[src/rtl/scrambler_key_gen_pkg.sv]
// Shared types and constants for the per-line scrambler key generator.
// Holds FSM encoding, LFSR defaults and the seed fold helper.
package scrambler_key_gen_pkg;

   typedef enum logic [1:0] {
      ST_IDLE = 2'd0,
      ST_STEP = 2'd1,
      ST_DONE = 2'd2
   } state_t;

   localparam logic [31:0] DEFAULT_POLY   = 32'h8020_0003;
   localparam int          STEPS_PER_LINE = 8;
   localparam logic [31:0] ZERO_SEED_SUB  = 32'h0000_0001;

   // An all-zero LFSR would lock up, so a zero fold is replaced.
   function automatic logic [31:0] fold_seed(input logic [255:0] seed);
      logic [31:0] f;
      f = '0;
      for (int i = 0; i < 8; i++) begin
         f = f ^ seed[i*32 +: 32];
      end
      return (f == '0) ? ZERO_SEED_SUB : f;
   endfunction

endpackage

[src/rtl/scrambler_lfsr32.sv]
// 32-bit right-shift Galois LFSR with folded-seed load.
// Load has priority over step.
module scrambler_lfsr32
   import scrambler_key_gen_pkg::*;
#(
   parameter logic [31:0] LFSR_POLY = DEFAULT_POLY
) (
   input  logic         clk,
   input  logic         reset,
   input  logic         load,
   input  logic [255:0] seed,
   input  logic         step,
   output logic [31:0]  lfsr
);

   logic [31:0] lfsr_q;
   logic [31:0] stepped;

   assign stepped = lfsr_q[0] ? ((lfsr_q >> 1) ^ LFSR_POLY)
                              : (lfsr_q >> 1);

   always_ff @(posedge clk) begin
      if (reset) begin
         lfsr_q <= ZERO_SEED_SUB;
      end else if (load) begin
         lfsr_q <= fold_seed(seed);
      end else if (step) begin
         lfsr_q <= stepped;
      end
   end

   assign lfsr = lfsr_q;

endmodule

[src/rtl/scrambler_key_gen.sv]
// Per-line scrambler key generator: eight LFSR steps per request,
// then a cut point reduced below CUT_MAX.
module scrambler_key_gen
   import scrambler_key_gen_pkg::*;
#(
   parameter int unsigned CUT_MAX   = 200,
   parameter logic [31:0] LFSR_POLY = DEFAULT_POLY
) (
   input  logic         clk,
   input  logic         reset,
   input  logic [255:0] seed,
   input  logic         seed_load,
   input  logic         MODE,
   input  logic         line_req,
   output logic         busy,
   output logic         key_valid,
   output logic [7:0]   cut_point,
   output logic         req_overrun
);

   localparam logic [7:0] CUT_MAX_B = 8'(CUT_MAX);
   localparam logic [2:0] LAST_CNT  = 3'(STEPS_PER_LINE - 1);

   state_t      state_q, state_d;
   logic [2:0]  cnt_q, cnt_d;
   logic        step;
   logic [31:0] lfsr;
   logic [7:0]  b;
   logic [7:0]  cut_calc;
   logic        done_fire;
   logic        unused_hi;

   scrambler_lfsr32 #(
      .LFSR_POLY (LFSR_POLY)
   ) u_lfsr (
      .clk   (clk),
      .reset (reset),
      .load  (seed_load),
      .seed  (seed),
      .step  (step),
      .lfsr  (lfsr)
   );

   assign b         = lfsr[7:0];
   assign unused_hi = ^lfsr[31:8];
   assign cut_calc  = (b < CUT_MAX_B) ? b : (b - CUT_MAX_B);
   assign done_fire = (state_q == ST_DONE) && !seed_load;

   always_comb begin
      state_d = state_q;
      cnt_d   = cnt_q;
      step    = 1'b0;
      if (seed_load) begin
         state_d = ST_IDLE;
         cnt_d   = '0;
      end else begin
         unique case (state_q)
            ST_IDLE: begin
               if (line_req) begin
                  state_d = ST_STEP;
                  cnt_d   = '0;
               end
            end
            ST_STEP: begin
               step = 1'b1;
               if (cnt_q == LAST_CNT) begin
                  state_d = ST_DONE;
               end else begin
                  cnt_d = cnt_q + 3'd1;
               end
            end
            ST_DONE: begin
               state_d = ST_IDLE;
            end
            default: begin
               state_d = ST_IDLE;
               cnt_d   = '0;
            end
         endcase
      end
   end

   always_ff @(posedge clk) begin
      if (reset) begin
         state_q     <= ST_IDLE;
         cnt_q       <= '0;
         key_valid   <= 1'b0;
         cut_point   <= '0;
         req_overrun <= 1'b0;
      end else begin
         state_q   <= state_d;
         cnt_q     <= cnt_d;
         key_valid <= done_fire;
         // Bypass still consumes the key so both ends stay in step.
         if (done_fire) begin
            cut_point <= MODE ? cut_calc : 8'd0;
         end
         if (seed_load) begin
            req_overrun <= 1'b0;
         end else if (line_req && state_q != ST_IDLE) begin
            req_overrun <= 1'b1;
         end
      end
   end

   assign busy = (state_q != ST_IDLE);

endmodule

[config.mk]
export PLATFORM = sky130hd
export DESIGN_NAME = scrambler_key_gen
export DESIGN_NICKNAME = d
export VERILOG_FILES = /design/src/rtl/scrambler_key_gen_pkg.sv /design/src/rtl/scrambler_lfsr32.sv /design/src/rtl/scrambler_key_gen.sv
export SDC_FILE = /design/constraint.sdc
export NUM_CORES = 1
export LEC_CHECK = 0
export ABC_AREA = 1
export BUFFER_PORTS_ARGS = -buffer_cell sky130_fd_sc_hd__buf_2
export CAP_MARGIN = 20
export CORE_ASPECT_RATIO = 0.8
export CORE_MARGIN = 4
export CORE_UTILIZATION = 52
export CTS_CLUSTER_SIZE = 16
export DETAILED_ROUTE_END_ITERATION = 12
export PLACE_DENSITY = 0.88
export SETUP_SLACK_MARGIN = 0.4
export SYNTH_ARGS = -nofsm -noshare
export SYNTH_HDL_FRONTEND = slang
export SYNTH_HIERARCHICAL = 1
export SYNTH_SLANG_ARGS = --single-unit
[constraint.sdc]
create_clock -name clk -period 2.7 [get_ports clk]
set_input_delay 0.27 -clock clk [delete_from_list [all_inputs] [get_ports clk]]
set_output_delay 0.27 -clock clk [all_outputs]
set_load 0.03 [all_outputs]
Word-level counts from Yosys, hierarchy flattened
Index checks and enable logic that the tools add are counted.
- bits in registers: 47
- input port bits: 261
- logic and storage cells: 48
- add/sub/neg operators: 2
- $lt $le $gt $ge: 1
- equal/unequal tests: 6
- multiplexer cells: 14
- bitwise logic cells: 9
- reduce and logical (&&, ||, !) cells: 10
- operator list (cell ; count):
    $xor A32 B32 Y32 ; 7
    $mux W32 ; 4
    $logic_not A32 Y1 ; 1
    $mux W8 ; 2
    $pmux W3 S3 ; 1
    $lt A8 B8 Y1 const B ; 1
    $sub A8 B8 Y8 const B ; 1
    $mux W3 ; 2
    $ne A2 B2 Y1 const B ; 3
    $mux W2 ; 2
    $not A3 Y4 ; 1
    $pmux W2 S2 ; 1
    $reduce_bool A2 Y1 ; 2
    $add A3 B1 Y3 const B ; 1
    $eq A3 B3 Y1 const B ; 1
    $reduce_and A3 Y1 ; 1
    $eq A2 B1 Y1 const B ; 1
    $eq A2 B2 Y1 const B ; 1
    $logic_and A1 B1 Y1 ; 2
    $logic_not A2 Y1 ; 1
    $mux W1 ; 2
    $reduce_and A2 Y1 ; 1
    $reduce_or A2 Y1 ; 1
    $logic_not A1 Y1 ; 1
    $not A1 Y1 ; 1

Depth between registers and ports, before layout
Gate-level depths: netlist (run 1).
- depth after elaboration: 10
- gate-level depth with buffers: 17

Hierarchy
The synthesis (run 1) kept the hierarchy.
- by module, submodules not included (module ; times used ; cells each ; area each (µm²) ; seq. area each (µm²)):
    scrambler_lfsr32 ; 1 ; 991 ; 4989.8 ; 640.6
    scrambler_key_gen ; 1 ; 95 ; 720.7 ; 300.3

Least setup slack after synthesis (run 1)
OpenSTA, ideal clock, no wires.
- path type: reg2reg
- start: reg state_q[1]
- end: reg u_lfsr.lfsr_q[1], in the netlist u_lfsr/lfsr[1]
- setup time: 0.130 ns
- data arrival time: 1.190 ns
- data required time: 2.570 ns
- setup slack: 1.380 ns
- cell stages (with the launch flop): 9
- period minus slack after synthesis: 1.320 ns
- path through: dfxtp_1 -> inv_1 -> nand2_1 -> nor2_1 -> nor2_1 -> inv_1 -> clkbuf_1 -> o21ai_0 -> a31oi_1
- word-level cells in the longest chain between the ends: 4
- ends and longest elaborated chain (item ; RTL line ; source):
    start: declaration ; scrambler_key_gen.sv:24 ; state_t state_q, state_d;
    start signal: assignment ; scrambler_key_gen.sv:91 ; state_q <= state_d;
    $eq A2 B1 Y1 ; scrambler_key_gen.sv:57 ; unique case (state_q)
    $mux W1 ; scrambler_key_gen.sv:57 ;
    $mux W1 ; scrambler_key_gen.sv:53 ; if (seed_load) begin
    via step ; scrambler_key_gen.sv:26 ; logic step;
    $reduce_bool A2 Y1 (no source line) ; -- ;
    end signal: assignment ; scrambler_lfsr32.sv:26 ; lfsr_q <= fold_seed(seed);
    end signal: assignment ; scrambler_lfsr32.sv:28 ; lfsr_q <= stepped;
    end: declaration ; scrambler_lfsr32.sv:16 ; logic [31:0] lfsr_q;
The timed path passes the listed nets, and every way through them passes these cells.
A chain may end at the register's enable or synchronous reset.

Final worst setup path (run 1)
- start: reg state_q[1]
- end: reg u_lfsr.lfsr_q[25], in the netlist u_lfsr/lfsr[25]
Same word-level chain as after synthesis.

==> run_results.csv, run 1 <==
group,metric,value,unit
run_status,status,"finished clean",
global_route,track_usage,23.2,%
worst_setup_path,critPathMaxFanout,31,
clocking,cts_buffers,5,
pwr,irDropWorstVdd,238,µV
clocking,htreeDepth,2,
timing,setup-violations-final,0,
worst_setup_path,cp_data_arrival_time,2.01,ns
pwr,p_int,1570,µW
clocking,clk_path_buf_depth,2,
detailed_routing,routed_wl,15700,µm
cells_and_area,nFillCells,989,
detailed_routing,ant_nets,0,
global_route,antenna_found_initial,0,
yosys,synth_nets,1350,
clocking,post-cts-setup-buffers,0,
cells_and_area,area_growth,28.4,%
detailed_routing,via_per_inst,4.85,
worst_hold_path,hold_path_class,"in2reg",
worst_hold_path,hp-start,"line_req",
cells_and_area,post-route-cell-area,0.00733,mm²
floorplanning,die_w,125,µm
detailed_routing,wl_met1,6700,µm
floorplanning,dieHeight,102,µm
worst_setup_path,reg2reg_to,"u_lfsr/lfsr[25]",
job,drv_cap,0,
worst_setup_path,required,2.90,ns
cells_and_area,multi_input_area,0.00402,mm²
detailed_routing,drc,0,
global_route,grt_pass1_wl,25700,µm
pwr,power.density,332,mW/mm²
pwr,power.switching,859,µW
detailed_routing,wl_met3,1200,µm
floorplanning,dieArea,0.0127,mm²
global_route,grt_pass1_vias,6382,
worst_setup_path,ff2ff_path_depth,7,
floorplanning,fp.coreArea,0.0105,mm²
timing,final_max_slew_viol_count,0,
worst_hold_path,whs_endpoint,"req_overrun",
clocking,clock-root-buffer,"clkbuf_16",
placement,place.gp.congestion,0.886,
timing,hold_viol_final,0,
timing,max_freq,553,MHz
cells_and_area,regArea,941,µm²
timing,period_minus_slack,1.81,ns
detailed_routing,drt_iter0_drc,313,
clocking,clkTransAtPathRegs,0.06,ns
timing,finalCritPeriodShare,66.9,%
yosys,ys_ff_latch,47,
pwr,seq_power_share,31.4,%
yosys,postSynthAreaPerCell,5.26,µm²
global_route,grt_max_degree,32,
global_route,overflow,0,
floorplanning,initial_core_util,54.5,%
cells_and_area,fin_nets,1612,
worst_setup_path,reg2reg_from,"state_q[1]",
worst_setup_path,crit_path_end_kind,"flip-flop",
clocking,post_cts_resized,0,
pwr,p_comb_share,41.9,%
floorplanning,io_pins,272,
clocking,insertion_delay,0.28,ns
yosys,yosysSeqAreaShare,16.5,%
cells_and_area,n_antenna_cell,0,
pwr,p_clk_share,26.7,%
detailed_routing,vias,7226,
detailed_routing,highest_layer,"met4",
floorplanning,rows,33,
worst_setup_path,cp-start-kind,"flip-flop",
timing,skew,0.00615,ns
worst_setup_path,path_class,"reg2reg",
clocking,cts_tree,"yes",
placement,dp_hpwl,13400,µm
timing,grt_setup_unrepaired,"false",
pwr,p_leak,0.00464,µW
clocking,cts_hold_buffers,0,
placement,port-buffer-count,271,
yosys,async_flop_share,0,%
worst_setup_path,regToRegSetupSlack,0.89,ns
worst_hold_path,hold_depth,3,
yosys,netlist_instances,1086,
yosys,synth.distinct_cells,29,
detailed_routing,drtPass1Iterations,6,
pwr,switching_share,35.3,%
cells_and_area,drive_above_1_share,21.6,%
yosys,syn-cell-area,0.00571,mm²
detailed_routing,route.met2.wl,7620,µm
yosys,synth_edf_count,0,
placement,placed_cell_area,0.00717,mm²
clocking,cts.sinks,47,
timing,tightest_slew,0.794,ns
timing,relSlewSlack,47.0,%
detailed_routing,wire_per_inst,10.5,µm
timing,fin_tns_setup,0,ns
yosys,yosys_warnings,6,
yosys,synthFlopType,"dfxtp_1",
-- area by class of cell --
class	instances	share of cell area, %
clock buffer	7	2.08
sequential	47	12.8
multi-input combinational	841	54.7
inverter	181	9.26
tap	140	2.39
clock inverter	1	0.102
timing repair buffer	272	18.6
-- flip-flops by register name, indices dropped and copies added, names as in the netlist --
name	flops
u_lfsr/lfsr	32
cut_point	8
cnt_q	3
state_q	2
key_valid	1
req_overrun	1
-- logic make-up after synthesis --
group                    after synthesis  synth area share [%]
buffers and inverters                198                  13.2
XOR/XNOR                              36                  5.52
AO/OA/AOI/OAI                        112                  10.4
flip-flops                            47                  16.5
AND/OR/NAND/NOR                      690                  53.7
adder cells (fa/ha/maj)                3                 0.657
-- per-layer routing --
layer	GRT usage, %	up-vias
met5	0	-
met4	4.08	0
met3	4.16	14
met2	45.1	232
met1	27.1	3072
li1	-	3908
-- synth_stat cells, types with 3 or more instances --
cell type / number / share of area (%)
a21oi_1: 42 / 3.7
clkbuf_1: 13 / 0.85
dfxtp_1: 47 / 16
ha_1: 3 / 0.66
inv_1: 179 / 12
nand2_1: 491 / 32
nand3_1: 91 / 8.0
nand3b_1: 74 / 9.7
nor2_1: 19 / 1.2
o21ai_0: 61 / 5.3
or2_1: 8 / 0.88
xnor2_1: 10 / 1.5
xor2_1: 26 / 4.0
-- worst max path at each step --
| stage | startpoint | end | cells past startpoint |
|---|---|---|---|
| final | state_q[1] | u_lfsr/lfsr[25] | 7 |
| after global routing | state_q[1] | u_lfsr/lfsr[25] | 7 |
| after CTS | state_q[1] | u_lfsr/lfsr[25] | 7 |
| after detailed placement | seed_load | u_lfsr/lfsr[3] | 6 |
| after global placement | state_q[1] | u_lfsr/lfsr[1] | 7 |
| after floorplan | state_q[1] | u_lfsr/lfsr[1] | 8 |
-- through the flow --
stage / cells / total power [µW] / setup slack [ns] / util, % / hold WS [ns]
6_report: 1489 / 2430 / 0.893 / 69.9 / 0.263
5_1_grt: 1489 / 2630 / 0.662 / 69.9 / 0.283
4_1_cts: 1489 / 2440 / 0.948 / 69.9 / 0.264
3_5_place_dp: 1481 / 1790 / 0.992 / 68.4 / 0.456
3_3_place_gp: 1481 / 1760 / 1.02 / 68.4 / 0.454
2_1_floorplan: 1086 / 1440 / 1.38 / - / 0.349
-- power by group through the flow --
stage	Combinational (µW)	Sequential [µW]	Clock (µW)
finish	1020	764	649
global route	1180	769	683
CTS	1020	763	657
detailed placement	1010	777	0
global placement	984	779	0
floorplan	671	769	0
-- worst max-delay path, stage by stage (launching register included) --
cell	delay (ns)
dfxtp_1	0.35
inv_1	0.08
nand2_1	0.07
nor2_1	0.13
nor2_1	0.09
inv_1	0.60
o21ai_0	0.20
a21oi_1	0.21
-- placed cells by master (no fill, tap or decap) --
cell type,instances
buf_4,1
nand3_2,1
nand3b_1,74
o21bai_2,1
nor2_1,19
o211ai_1,1
nand3b_4,2
a21oi_1,42
inv_1,179
dfxtp_1,47
a211oi_2,1
nor2_4,1
nand3_1,91
a221oi_1,2
ha_1,3
inv_2,2
o21ai_0,61
clkinvlp_4,1
nand2_1,491
clkbuf_16,5
clkbuf_8,2
a31oi_1,2
nand3_4,1
buf_2,271
xnor2_1,10
nor2_2,1
xor2_1,26
or2_1,8
nor3b_1,1
a21oi_2,2
Note: power is estimated with default switching activity, not from simulation.
==> inputs of run 2 (changes only) <==
- CORE_UTILIZATION: 52 -> 48
- PLACE_DENSITY: 0.88 -> 0.82
- clock period: 2.7 -> 1.74 ns (I/O delays scaled with it)
==> run 2 against run 1 <==
Cell count up 1.7%. Largest cell class unchanged. Critical path depth stayed put. Die area increased by 7.7%. Final area grew 4.6%. Critical endpoint is now u_lfsr/lfsr[16].
==> run_results.csv, run 2 (same netlist as run 1, synthesis figures left out) <==
group,metric,value,unit
global_route,overflow,0,
pwr,p_int,2700,µW
worst_setup_path,startpoint,"state_q[1]",
cells_and_area,largest_reg_flops,32,
placement,dp_hpwl,13200,µm
cells_and_area,fin_nets,1629,
cells_and_area,final_cell_count_no_fill,1514,
clocking,cts.sinks,47,
global_route,grt_pass1_wl,25700,µm
cells_and_area,final_common_cell,"nand2_1",
detailed_routing,drc,0,
pwr,seq_power_share,29.2,%
clocking,cts_hold_buffers,0,
timing,fin_tns_setup,0,ns
pwr,p_clk_share,30.1,%
timing,skew,0.00364,ns
pwr,power.density,531,mW/mm²
timing,hold_ws,0.162,ns
cells_and_area,n_antenna_cell,0,
timing,finalCritPeriodShare,79.5,%
worst_setup_path,reg2reg_to,"u_lfsr/lfsr[16]",
cells_and_area,most-common-layout-cells,"nand2_1, buf_2, inv_1, nand3_1, nand3b_1",
detailed_routing,vias,7186,
timing,grt_setup_unrepaired,"true",
detailed_routing,via_per_inst,4.75,
pwr,p_leak,0.00478,µW
clocking,htreeDepth,2,
worst_hold_path,hold_depth,3,
global_route,antenna_found_initial,0,
detailed_routing,drtPass1Iterations,5,
worst_setup_path,required,1.91,ns
worst_setup_path,path_class,"reg2reg",
worst_setup_path,ff2ff_path_depth,7,
floorplanning,dieHeight,106,µm
floorplanning,die_w,130,µm
floorplanning,io_pins,272,
timing,tightest_slew,0.730,ns
timing,final_max_slew_viol_count,0,
floorplanning,initial_core_util,49.4,%
pwr,power.switching,1370,µW
pwr,power,4070,µW
clocking,insertion_delay,0.28,ns
worst_setup_path,critPathMaxFanout,8,
run_status,status,"finished clean",
timing,period_minus_slack,1.38,ns
cells_and_area,drive_above_1_share,24.9,%
placement,place.gp.congestion,0.796,
worst_hold_path,whs_endpoint,"req_overrun",
placement,dp.cells,1495,
placement,port-buffer-count,271,
worst_setup_path,cp_slowest_cell,"dfxtp_2",
worst_setup_path,crit_path_end_kind,"flip-flop",
timing,relSlewSlack,51.3,%
timing,setup-violations-final,0,
floorplanning,rows,35,
floorplanning,dieArea,0.0137,mm²
pwr,irDropWorstVdd,494,µV
timing,hold_viol_final,0,
floorplanning,fp.coreArea,0.0116,mm²
worst_setup_path,cpPeakStageDelay,0.32,ns
global_route,track_usage,21.7,%
detailed_routing,wire_per_inst,10.7,µm
clocking,cts_buffers,5,
worst_hold_path,hp-start,"line_req",
detailed_routing,drt_iter0_drc,234,
pwr,switching_share,33.7,%
detailed_routing,ant_nets,0,
cells_and_area,area_growth,34.4,%
clocking,clk_path_buf_depth,2,
global_route,grt_pass1_vias,6443,
worst_setup_path,regToRegSetupSlack,0.36,ns
worst_setup_path,cp-start-kind,"flip-flop",
global_route,grt_max_degree,30,
clocking,cts_tree,"yes",
worst_setup_path,cp_data_arrival_time,1.55,ns
timing,max_freq,723,MHz
worst_setup_path,crit_chain,"inv_2, nand2_4, nor2_4, buf_12, clkinvlp_4, o21ai_2, a21oi_1",
clocking,clock-root-buffer,"clkbuf_16",
job,drv_cap,0,
pwr,p_comb_share,40.7,%
detailed_routing,routed_wl,16200,µm
worst_setup_path,reg2reg_from,"state_q[1]",
clocking,clkTransAtPathRegs,0.06,ns
worst_hold_path,hold_path_class,"in2reg",
[run 2: what timing repair did]
item	CTS	global route
pin swaps	2	26
resized for setup	26	57
buffers inserted	2	3
setup endpoints to repair	33	36
gates cloned	3	3
[run 2: metrics by stage]
| stage | instance area [µm²] | setup WS, ns | utilization (%) |
|---|---|---|---|
| after floorplan | 5710 | 0.420 | - |
| after global placement | 7230 | 0.114 | 62.5 |
| after detailed placement | 7230 | 0.106 | 62.5 |
| after CTS | 7500 | 0.397 | 64.9 |
| after global routing | 7670 | 0.309 | 66.4 |
| final | 7670 | 0.357 | 66.4 |
[run 2: power groups by stage]
stage	sequential (µW)	clock, µW	combinational [µW]
final	1190	1230	1660
after detailed placement	1210	0	1580
after global placement	1210	0	1530
after global routing	1200	1290	1910
after CTS	1180	1240	1610
after floorplan	1190	0	1040
[run 2: critical path: cells and delay by family (launching register included)]
kind	cells	cell delay [ns]
buffers and inverters	3	0.42
AO/OA/AOI/OAI	2	0.27
AND/OR/NAND/NOR	2	0.25
flip-flops	1	0.32
[run 2: layout make-up]
cell class                 count  area, µm²
fill                        1104       3890
multi-input combinational    841       4110
timing repair inverter         2       15.0
inverter                     181        688
clock inverter                 2       60.1
timing repair buffer         287       1540
sequential                    47        947
tap                          148        185
clock buffer                   6        129
[run 2: worst max path at each step]
stage / end / slack (ns) / cells after the start
after floorplan: u_lfsr/lfsr[1] / 0.42 / 8
after global placement: u_lfsr/lfsr[0] / 0.11 / 15
after detailed placement: u_lfsr/lfsr[0] / 0.11 / 15
after global routing: u_lfsr/lfsr[16] / 0.31 / 7
final: u_lfsr/lfsr[16] / 0.36 / 7
after CTS: u_lfsr/lfsr[22] / 0.40 / 7
[run 2: routing by layer]
| layer | GRT usage, % | routed length (µm) | up-vias |
|---|---|---|---|
| li1 | - | - | 3932 |
| met1 | 26.0 | 7020 | 3048 |
| met2 | 40.9 | 7740 | 196 |
| met3 | 3.85 | 1250 | 10 |
| met4 | 3.12 | 133 | 0 |
| met5 | 0 | 0 | - |
==> inputs of run 3 (changes only) <==
- CORE_UTILIZATION: 48 -> 44
- PLACE_DENSITY: 0.82 -> 0.8
- clock period: 1.74 -> 1.25 ns (I/O delays scaled with it)
==> run 3 against run 2 <==
The flow now finishes with violations (setup timing). Die area rose by 8.5%. Sequential share of layout area fell by 1.1 points. Cell count rose by 6.3%. Critical path depth rose by 1. Register-to-register slack got worse by 0.43 ns. Utilization rose by 3.1 points. Setup slack got worse by 0.43 ns. Clock skew rose by 0.0077 ns. Largest power group unchanged. Critical path type unchanged. Fmax rose by 4.2%.
==> run_results.csv, run 3 (same netlist as run 1, synthesis figures left out) <==
group,metric,value,unit
run_status,status,"finished with violations",
run_status,violations,"setup timing",
timing,hold_viol_final,0,
worst_setup_path,crit_path_end_kind,"flip-flop",
cells_and_area,final_common_cell,"nand2_1",
floorplanning,die_w,135,µm
clocking,cts.sinks,47,
pwr,power,5970,µW
detailed_routing,ant_nets,0,
detailed_routing,wire_per_inst,10.8,µm
floorplanning,rows,36,
worst_setup_path,required,1.42,ns
floorplanning,io_pins,272,
pwr,irDropWorstVdd,584,µV
timing,setup-violations-final,27,
global_route,antenna_found_initial,1,
global_route,grt_pass1_wl,27500,µm
global_route,track_usage,21.5,%
clocking,cts_hold_buffers,0,
clocking,insertion_delay,0.29,ns
worst_setup_path,crit_path_frequent_cell,"nor2_4",
timing,tightest_slew,0.501,ns
worst_setup_path,cp_data_arrival_time,1.50,ns
timing,skew,0.0114,ns
detailed_routing,vias,7526,
worst_setup_path,path_class,"reg2reg",
worst_hold_path,hold_path_class,"in2reg",
placement,dp_hpwl,14100,µm
timing,relSlewSlack,66.6,%
floorplanning,initial_core_util,45.9,%
clocking,cts_tree,"yes",
floorplanning,dieHeight,110,µm
timing,grt_setup_unrepaired,"true",
timing,finalCritPeriodShare,106,%
clocking,htreeDepth,2,
pwr,p_leak,0.00516,µW
timing,max_freq,754,MHz
worst_setup_path,cp_slowest_cell,"dfxtp_4",
placement,dp.cells,1584,
floorplanning,dieArea,0.0149,mm²
floorplanning,fp.coreArea,0.0124,mm²
clocking,clk_path_buf_depth,2,
clocking,clock-root-buffer,"clkbuf_16",
cells_and_area,final_cell_count_no_fill,1609,
worst_setup_path,cp-start-kind,"flip-flop",
global_route,grt_max_degree,30,
clocking,clkTransAtPathRegs,0.07,ns
detailed_routing,drt_iter0_drc,281,
timing,setup_ws,-0.0767,ns
timing,period_minus_slack,1.33,ns
placement,port-buffer-count,271,
clocking,cts_buffers,5,
global_route,overflow,0,
timing,final_max_slew_viol_count,0,
worst_setup_path,cpPeakStageDelay,0.37,ns
pwr,power.density,691,mW/mm²
placement,place.gp.congestion,0.811,
worst_setup_path,crit_chain,"inv_4, nand2_4, nor2_4, nor2_4, clkinv_4, buf_12, o21ai_2, a21oi_2",
detailed_routing,via_per_inst,4.68,
detailed_routing,drtPass1Iterations,4,
job,drv_cap,0,
cells_and_area,fin_nets,1700,
detailed_routing,drc,0,
cells_and_area,largest_reg_flops,32,
worst_setup_path,cp_top_family,"flip-flops",
detailed_routing,routed_wl,17300,µm
cells_and_area,area_growth,51.4,%
worst_setup_path,path_buf_inv,3,
cells_and_area,most-common-layout-cells,"nand2_1, buf_2, inv_1, nand3_1, buf_4",
cells_and_area,drive_above_1_share,33.6,%
global_route,grt_pass1_vias,6761,
worst_setup_path,critPathMaxFanout,7,
## run 3: cell types whose count changed in the layout (fill, tap and decap cells not counted), sizes merged
cell	delta
clkbuf	-1
bufinv	-1
diode	+1
clkinvlp	-2
buf	+73
inv	+2
## run 3: path summary, 6_finish.rpt
path	cells after the start	from	slack (ns)	endpoint
worst min-delay path	3	line_req	0.09	req_overrun
worst max-delay path	8	state_q[1]	-0.08	u_lfsr/lfsr[4]
worst min register to register	2	u_lfsr/lfsr[2]	0.46	cut_point[2]
worst max register to register	8	state_q[1]	-0.08	u_lfsr/lfsr[4]
## run 3: final cells by class
cell class | instances | area (µm²)
clock inverter | 3 | 46.3
tap | 171 | 214
sequential | 47 | 971
clock buffer | 5 | 125
fill | 1099 | 3790
multi-input combinational | 841 | 4390
timing repair buffer | 360 | 2200
inverter | 181 | 694
antenna | 1 | 2.50
## run 3: metrics by stage
step                cell area [µm²]  worst slack, ns  util [%]  setup TNS [ns]  hold slack (ns)
finish                         8640          -0.0767      69.5          -0.926           0.0871
global route                   8640           -0.130      69.5           -2.61            0.104
CTS                            8400          0.00543      67.6               0           0.0920
detailed placement             7880           -0.334      63.4           -2.12            0.397
global placement               7880           -0.293      63.4           -1.35            0.386
floorplan                      5840           0.0862         -               0            0.204
## run 3: report_power, final
group	switching, µW	internal (µW)
clock	582	950
sequential	83.5	1590
combinational	1420	1350
total	2080	3890
## run 3: metal layers
layer / vias up / wire, µm / GRT usage [%]
li1: 4089 / - / -
met1: 3233 / 7120 / 24.7
met4: 0 / 180 / 4.03
met3: 12 / 1110 / 3.25
met5: - / 0 / 0
met2: 192 / 8890 / 42.5
## run 3: repair_timing
item | in CTS | in global routing
pin swaps | 11 | 23
gates cloned | 1 | 1
setup buffers | 9 | 5
gates resized for setup | 91 | 56
endpoints found under the setup margin | 57 | 58
## run 3: tightest hold or removal path: cells and delay by family
kind / cells / cell delay (ns)
buf+inv: 1 / 0.11
compound gates: 1 / 0.05
simple gates: 1 / 0.06
